[config.mk]
export PLATFORM = sky130hd
export DESIGN_NAME = can_mac_tx_serializer
export DESIGN_NICKNAME = d
export VERILOG_FILES = /design/src/rtl/can_mac_tx_serializer_pkg.sv /design/src/rtl/can_mac_tx_serializer.sv
export SDC_FILE = /design/constraint.sdc
export NUM_CORES = 1
export LEC_CHECK = 0
export ABC_AREA = 0
export CAP_MARGIN = 15
export CORE_AREA = 3 3 40 42
export DETAILED_ROUTE_END_ITERATION = 6
export DIE_AREA = 0 0 43 45
export DONT_BUFFER_PORTS = 1
export GPL_ROUTABILITY_DRIVEN = 1
export PLACE_DENSITY = 0.53
export SLEW_MARGIN = 20
export SYNTH_ARGS = -nofsm -noshare
export SYNTH_HDL_FRONTEND = slang
export SYNTH_SLANG_ARGS = --single-unit
[constraint.sdc]
create_clock -name clk -period 2.45 [get_ports clk]
set_clock_uncertainty 0.05 [all_clocks]
set_input_delay 0.49 -clock clk [delete_from_list [all_inputs] [get_ports clk]]
set_output_delay 0.49 -clock clk [all_outputs]
set_load 0.02 [all_outputs]
[src/rtl/can_mac_tx_serializer_pkg.sv]
// Shared CAN MAC types: TX serializer and RX deserializer state enums, stuffing defaults.
// The TX bit monitor is enabled by defining CAN_TX_BIT_MONITOR_EN.
package can_mac_tx_serializer_pkg;

  localparam int unsigned STUFF_LEN_DEFAULT = 5;
  localparam int unsigned RUN_W             = 3;

  typedef logic [RUN_W-1:0] run_cnt_t;

  typedef enum logic [1:0] {
    IDLE  = 2'd0,
    SEND  = 2'd1,
    STUFF = 2'd2
  } tx_state_e;

  typedef enum logic [1:0] {
    RX_IDLE    = 2'd0,
    RX_DATA    = 2'd1,
    RX_DESTUFF = 2'd2
  } rx_state_e;

  // Next run length: restart at 1 on a level change, saturate at lim otherwise.
  function automatic run_cnt_t run_next(input run_cnt_t run, input logic same,
                                        input run_cnt_t lim);
    if (!same)       return run_cnt_t'(1);
    else if (run >= lim) return lim;
    else             return run + run_cnt_t'(1);
  endfunction

endpackage

[src/rtl/can_mac_tx_serializer.sv]
// CAN TX bit serializer with bit stuffing; one bit per can_clk_en strobe.
// Optional transmit bit monitor (rx_bit / bit_error) under CAN_TX_BIT_MONITOR_EN.
module can_mac_tx_serializer
  import can_mac_tx_serializer_pkg::*;
#(
  parameter int unsigned STUFF_LEN = STUFF_LEN_DEFAULT
) (
  input  logic clk,
  input  logic reset,
  input  logic can_clk_en,
  input  logic bit_in,
  input  logic valid,
  output logic ready,
  input  logic stuffing_enable,
  output logic tx_bit,
  output logic stuff_bit,
  output logic busy
`ifdef CAN_TX_BIT_MONITOR_EN
  ,
  input  logic rx_bit,
  output logic bit_error
`endif
);

  localparam run_cnt_t STUFF_RUN = run_cnt_t'(STUFF_LEN);

  tx_state_e state_q, state_d;
  logic      tx_q, tx_d;
  logic      stuff_q, stuff_d;
  logic      last_q, last_d;
  logic      pend_q, pend_d;
  run_cnt_t  run_q, run_d;
  logic      accept;

  assign ready     = !pend_q;
  assign accept    = valid && ready && can_clk_en;
  assign tx_bit    = tx_q;
  assign stuff_bit = stuff_q;
  assign busy      = (state_q == SEND) || (state_q == STUFF);

  always_comb begin
    state_d = state_q;
    tx_d    = tx_q;
    stuff_d = stuff_q;
    last_d  = last_q;
    pend_d  = pend_q;
    run_d   = run_q;
    if (can_clk_en) begin
      if (pend_q) begin
        // Stuff bit opens a new run of the opposite level.
        state_d = STUFF;
        tx_d    = ~last_q;
        stuff_d = 1'b1;
        last_d  = ~last_q;
        run_d   = run_cnt_t'(1);
        pend_d  = 1'b0;
      end else if (accept) begin
        state_d = SEND;
        tx_d    = bit_in;
        stuff_d = 1'b0;
        last_d  = bit_in;
        run_d   = run_next(run_q, bit_in == last_q, STUFF_RUN);
        pend_d  = stuffing_enable && (run_d == STUFF_RUN);
      end else begin
        state_d = IDLE;
        tx_d    = 1'b1;
        stuff_d = 1'b0;
        last_d  = 1'b1;
        run_d   = '0;
      end
    end
  end

  always_ff @(posedge clk) begin
    if (reset) begin
      state_q <= IDLE;
      tx_q    <= 1'b1;
      stuff_q <= 1'b0;
      last_q  <= 1'b1;
      pend_q  <= 1'b0;
      run_q   <= '0;
    end else begin
      state_q <= state_d;
      tx_q    <= tx_d;
      stuff_q <= stuff_d;
      last_q  <= last_d;
      pend_q  <= pend_d;
      run_q   <= run_d;
    end
  end

`ifdef CAN_TX_BIT_MONITOR_EN
  logic bit_err_q;

  assign bit_error = bit_err_q;

  // A recessive bit overwritten outside the stuffed region is arbitration/ACK, not an error.
  always_ff @(posedge clk) begin
    if (reset) begin
      bit_err_q <= 1'b0;
    end else if (can_clk_en) begin
      bit_err_q <= busy && (rx_bit != tx_q) && !(tx_q && !stuffing_enable);
    end
  end
`endif

endmodule

==> results of run 1 <==
state kept, by name, summed over array words and instances, names as in the netlist:
name     count
state_q      2
pend_q       1
last_q       1
run_q        3
area by class of cell:
class,count,area share
multi-input cells,27,0.492
flip-flops and latches,7,0.349
clock buffers,4,0.0654
well taps,15,0.0467
inverters,5,0.0467
worst max-delay path by stage:
stage | endpoint | cells after the start | start | slack (ns)
after global routing | busy | 1 | state_q[1]$_SDFFE_PP0P_ | 0.72
after detailed placement | run_q[1]$_SDFFE_PP0P_ | 5 | run_q[1]$_SDFFE_PP0P_ | 0.90
after global placement | run_q[1]$_SDFFE_PP0P_ | 5 | run_q[1]$_SDFFE_PP0P_ | 0.92
after floorplan | run_q[1]$_SDFFE_PP0P_ | 5 | run_q[1]$_SDFFE_PP0P_ | 0.98
final | busy | 1 | state_q[1]$_SDFFE_PP0P_ | 0.78
after CTS | busy | 1 | state_q[1]$_SDFFE_PP0P_ | 0.76
cells by family (layout without fill, tap and decap cells):
kind of cell	after synthesis	count (layout)	synth area share
compound gates	10	10	0.221
xor+xnor	2	2	0.0485
fa+ha+maj	2	2	0.0692
buf+inv	6	9	0.0657
flops	7	7	0.388
mux	1	1	0.0277
simple gates	12	12	0.180
power groups by stage:
| stage | registers (mW) | logic (mW) | clock network [mW] |
|---|---|---|---|
| after floorplan | 0.124 | 0.0177 | 0 |
| after global placement | 0.125 | 0.0186 | 0 |
| after detailed placement | 0.125 | 0.0188 | 0 |
| after CTS | 0.123 | 0.0188 | 0.111 |
| after global routing | 0.123 | 0.0218 | 0.121 |
| final | 0.122 | 0.0184 | 0.106 |
metal layers:
layer | global-route usage | vias to the layer above | part of all wire
met5 | 0 | - | 0
met4 | 0.108 | 0 | 0.032
met3 | 0.0319 | 2 | 0.090
met2 | 0.114 | 14 | 0.44
met1 | 0.111 | 134 | 0.44
li1 | - | 149 | -
layout by cell type, fill, tap and decap left out, types with 2 or more instances in the layout:
cell type | Yosys | layout
xor2_1 | 2 | 2
ha_1 | 2 | 2
o21a_1 | 2 | 2
a211o_2 | 2 | 2
dfxtp_1 | 7 | 7
inv_1 | 5 | 5
a21oi_1 | 2 | 2
nor2_1 | 4 | 4
clkbuf_4 | 0 | 3
nand2_1 | 2 | 2
metrics by stage:
step / util / std cells / instance area [um2]
final: 0.313 / 58 / 402
after global routing: 0.313 / 58 / 402
after CTS: 0.313 / 58 / 402
after detailed placement: 0.292 / 54 / 375
after global placement: 0.292 / 54 / 375
after floorplan: - / 40 / 362
==> impl_results.md, run 1 <==
- Status: complete, no violations
- Global Route Usage Sum: 0.0917
- Unique masters post-synth: 21
- Register area share after synthesis: 0.388
- Final hold violations: 0
- R2R Setup Slk: 0.90 ns
- GP Congestion: 0.684
- Filler cells: 147
- Clock sink count: 7
- Combinational share of power: 0.075
- EDFF count, synth: 0
- Setup_tns: 0 ns
- Vias in the first global route: 301
- Setup Slack @ Placement: 0.902 ns
- Delay-heaviest family, CP: flip-flops
- Final setup vio count: 0
- Worst-path fanout max: 3
- Fin crit period: 1.67 ns
- Synth warnings: 0
- Max-cap check violation count: 0
- Power share of the sequential group: 0.497
- Clk pwr share: 0.428
- CP cell instances: xor2_1
- Antenna violations before repair: 0
- Routed WL: 719 um
- CP max stage delay: 0.47 ns
- Root buffer cell: clkbuf_4
- CP endpoint kind: output pin
- Die height: 45 um
- Die area: 1940 um2
- Wire length of the first global-routing pass: 1220 um
- Most frequent cell after synthesis: dfxtp_1
- Asr flop ratio synth: 0
- # IOs: 10
- Num CTS Buffers: 3
- Reg2Reg Depth: 5
- Max-slew violations: 0
- Routed WL per cell: 12.4 um
- Hold depth: 1
- Worst-skew pair later-pin latency: 0.25 ns
- Switch Pwr: 58.0 uW
- Die width: 43 um
- Top_reg_cell synth: dfxtp_1
- Final HPWL DP: 570 um
- Antenna Diode Count: 0
- Worst r2r dst: run_q[1]$_SDFFE_PP0P_
- Row Count: 13
- Setup CP Type: flop to output pin
- Pwr per Cell Area: 613 nW/um2
- Hold path start: reset
- Mean Syn Cell Area: 9.04 um2
- FF+latch count, synth: 7
- Via total after detailed routing: 299
- Setup ws final: 0.777 ns
- Top-area cell type share of the netlist area: 0.388
- End of the worst hold path: run_q[1]$_SDFFE_PP0P_
- Pin count of the biggest net entering global routing: 8
- Vias per std cell: 5.16
- Initial DRC count: 3
- Arrival @ worst endpoint: 1.13 ns
- Worst EP required: 1.91 ns
- Area of the multi-input gates: 198 um2
- Drt pass-1 iters: 4
- Post-CTS Setup Inserts: 0
- H-tree depth: 1
- Hold_ws: 0.251 ns
- Synth top area cells: dfxtp_1 39%, ha_1 6.9%, a211o_2 5.5%, inv_1 5.2%, xor2_1 4.8%
- Area grow syn2layout: 11.1%
- Pleak: 0.164 nW
- Yosys top cell by area: dfxtp_1
- Rel. slew slack: 0.711
- Initial core utilization: 0.281
- Resized cells post-CTS: 0
- ANT nets after route: 0
- Core footprint: 1280 um2
- TritonCTS clock tree: done
- Mapped cell area: 362 um2
- Final nets: 52
- Maximum VDD drop: 0.197 mV
- # port buffers: 0
- Least-Margin Pin Slew: 0.432 ns
- Worst hold path type: primary input to flop
- Unrepaired setup endpoints after global routing: false
- Hold Buf Count CTS: 0
- Reg-to-reg startpoint: run_q[1]$_SDFFE_PP0P_
- Register area: 140 um2
- DRC Markers: 0
- Int Pwr: 188 uW
- Syn nets: 48
- Mapped Cells: 40
- CTS clock-pin slew for the worst setup and hold paths: 0.06 ns
- Final worst-path cycle share: 0.683
- WP buf/inv: 0
- Grt total ovfl: 0
- Total chip power: 246 uW
- Fraction of layout cells with a size suffix above 1: 0.116
- Post-synth top cells: 7 x dfxtp_1, 5 x inv_1, 4 x nor2_1
- Worst Setup Start Kind: flop
- Sw Share: 0.235
- CP max stage cell: dfxtp_1
- F_max: 598 MHz
- Clock Path Buffers: 2
(Power assumes the default switching activity.)
==> run 2, diff against run 1 <==
PLACE_DENSITY = 0.54   (was 0.53)
clock period = 1.4 ns   (was 2.45 ns; I/O delays follow)
==> run 2 against run 1 <==
Core utilization up 4.1 points. Global-route usage down 0.25 points. Sequential power up 73%. Highest routed layer unchanged. Combinational power up 150%. The run now ends with negative setup slack left. Via count up 7.4%. Final area up 13%. Sequential share of layout area down 3.8 points.
==> impl_results.md, run 2 (same netlist as run 1, synthesis figures left out) <==
- Maximum VDD drop: 0.422 mV
- Reg-to-reg startpoint: run_q[1]$_SDFFE_PP0P_
- Reg2Reg Depth: 5
- Biggest register: run_q
- Worst-skew pair later-pin latency: 0.25 ns
- Area grow syn2layout: 25.6%
- Clock Path Buffers: 2
- Total chip power: 442 uW
- Post-CTS Setup Inserts: 0
- Grt total ovfl: 0
- Die height: 45 um
- Worst EP required: 1.54 ns
- Vias per std cell: 5.02
- Most frequent cells in the layout: 6 x dfxtp_1, 6 x buf_4, 4 x inv_1, 4 x nor2_1, 3 x clkbuf_4
- Num CTS Buffers: 3
- Worst hold path type: primary input to flop
- Post-Layout Cell Count: 64
- Largest registers: run_q x3, state_q x2
- CP endpoint kind: flop
- Via total after detailed routing: 321
- Global Route Usage Sum: 0.0892
- Die width: 43 um
- Setup_tns: -0.0709 ns
- Drt pass-1 iters: 3
- F_max: 680 MHz
- ANT nets after route: 0
- Pin count of the biggest net entering global routing: 8
- Fraction of layout cells with a size suffix above 1: 0.306
- H-tree depth: 1
- Setup ws final: -0.0709 ns
- R2R Setup Slk: -0.07 ns
- Hold_ws: 0.0242 ns
- Initial DRC count: 3
- Routed WL per cell: 11.8 um
- Design Area, Final: 454 um2
- Arrival @ worst endpoint: 1.61 ns
- Hold depth: 1
- Violated checks: negative setup slack
- Hold Buf Count CTS: 0
- Max-cap check violation count: 0
- DP Area: 424 um2
- Final HPWL DP: 599 um
- # IOs: 10
- Antenna Diode Count: 0
- Fin crit period: 1.47 ns
- Core Util, Final: 0.353
- Row Count: 13
- Final nets: 58
- Max-slew violations: 0
- End of the worst hold path: run_q[1]$_SDFFE_PP0P_
- Routed WL: 757 um
- Final worst-path cycle share: 1.05
- Register area: 141 um2
- Vias in the first global route: 287
- Max reg flops: 3
- Setup Slack @ Placement: -0.0621 ns
- Core footprint: 1280 um2
- Status: finished, violations left
- Rel. slew slack: 0.756
- Antenna violations before repair: 0
- Final hold violations: 0
- Clock sink count: 7
- Unrepaired setup endpoints after global routing: true
- Worst-path fanout max: 4
- Worst r2r dst: run_q[1]$_SDFFE_PP0P_
- Filler cells: 136
- Area of the multi-input gates: 204 um2
- Pleak: 0.194 nW
- Cells after DPL: 60
- CTS clock-pin slew for the worst setup and hold paths: 0.05 ns
- Final setup vio count: 1
- Initial core utilization: 0.281
- Worst Setup Start Kind: flop
- # port buffers: 0
- DRC Markers: 0
- Setup CP Type: flop to flop
- Hold path start: reset
- Root buffer cell: clkbuf_4
- Die area: 1940 um2
- Least-Margin Pin Slew: 0.362 ns
- TritonCTS clock tree: done
- Wire length of the first global-routing pass: 1210 um
- Pwr per Cell Area: 973 nW/um2
- GP Congestion: 0.698
-- run 2: layout make-up --
cell class / instances / share of cell area
well taps: 15 / 0.0413
flip-flops and latches: 7 / 0.311
multi-input cells: 27 / 0.449
clock buffers: 4 / 0.0579
repair buffers: 6 / 0.0992
inverters: 5 / 0.0413
-- run 2: power breakdown --
group	leakage (nW)	internal, mW	switching [mW]
Sequential	0.0576	0.206	0.00514
Clock	0.0150	0.109	0.0762
Combinational	0.122	0.0230	0.0227
-- run 2: timing repair --
| action | CTS | global route |
|---|---|---|
| pin swaps | 1 | 0 |
| cloned | 0 | 0 |
| endpoints found under the setup margin | 2 | 3 |
| endpoints found under the hold margin | 0 | 0 |
| resized for setup | 1 | 1 |
-- run 2: per-layer routing --
layer,up-vias,part of all wire,GRT usage
li1,164,-,-
met4,0,0.013,0.0542
met5,-,0,0
met1,144,0.51,0.126
met2,11,0.40,0.111
met3,2,0.077,0.0359
-- run 2: worst max-delay path, stage by stage (launching register included) --
cell	delay [ns]
dfxtp_2	0.35
inv_2	0.04
ha_2	0.16
o21a_1	0.20
or4_1	0.49
a21oi_2	0.12
-- run 2: how the worst max path moves through the flow --
stage | from | to | slack (ns) | cells past startpoint
2_1_floorplan | run_q[1]$_SDFFE_PP0P_ | run_q[1]$_SDFFE_PP0P_ | -0.02 | 5
3_3_place_gp | run_q[1]$_SDFFE_PP0P_ | run_q[1]$_SDFFE_PP0P_ | -0.05 | 5
3_5_place_dp | run_q[1]$_SDFFE_PP0P_ | run_q[1]$_SDFFE_PP0P_ | -0.06 | 5
4_1_cts | run_q[1]$_SDFFE_PP0P_ | run_q[1]$_SDFFE_PP0P_ | -0.07 | 5
5_1_grt | run_q[1]$_SDFFE_PP0P_ | run_q[1]$_SDFFE_PP0P_ | -0.13 | 5
6_report | run_q[1]$_SDFFE_PP0P_ | run_q[1]$_SDFFE_PP0P_ | -0.07 | 5
==> run 3, diff against run 2 <==
ABC_CLOCK_PERIOD_IN_PS = 1400   (was default)
==> results of run 3 <==
No change in the layout: final DEF, timing and power equal those of run 2.
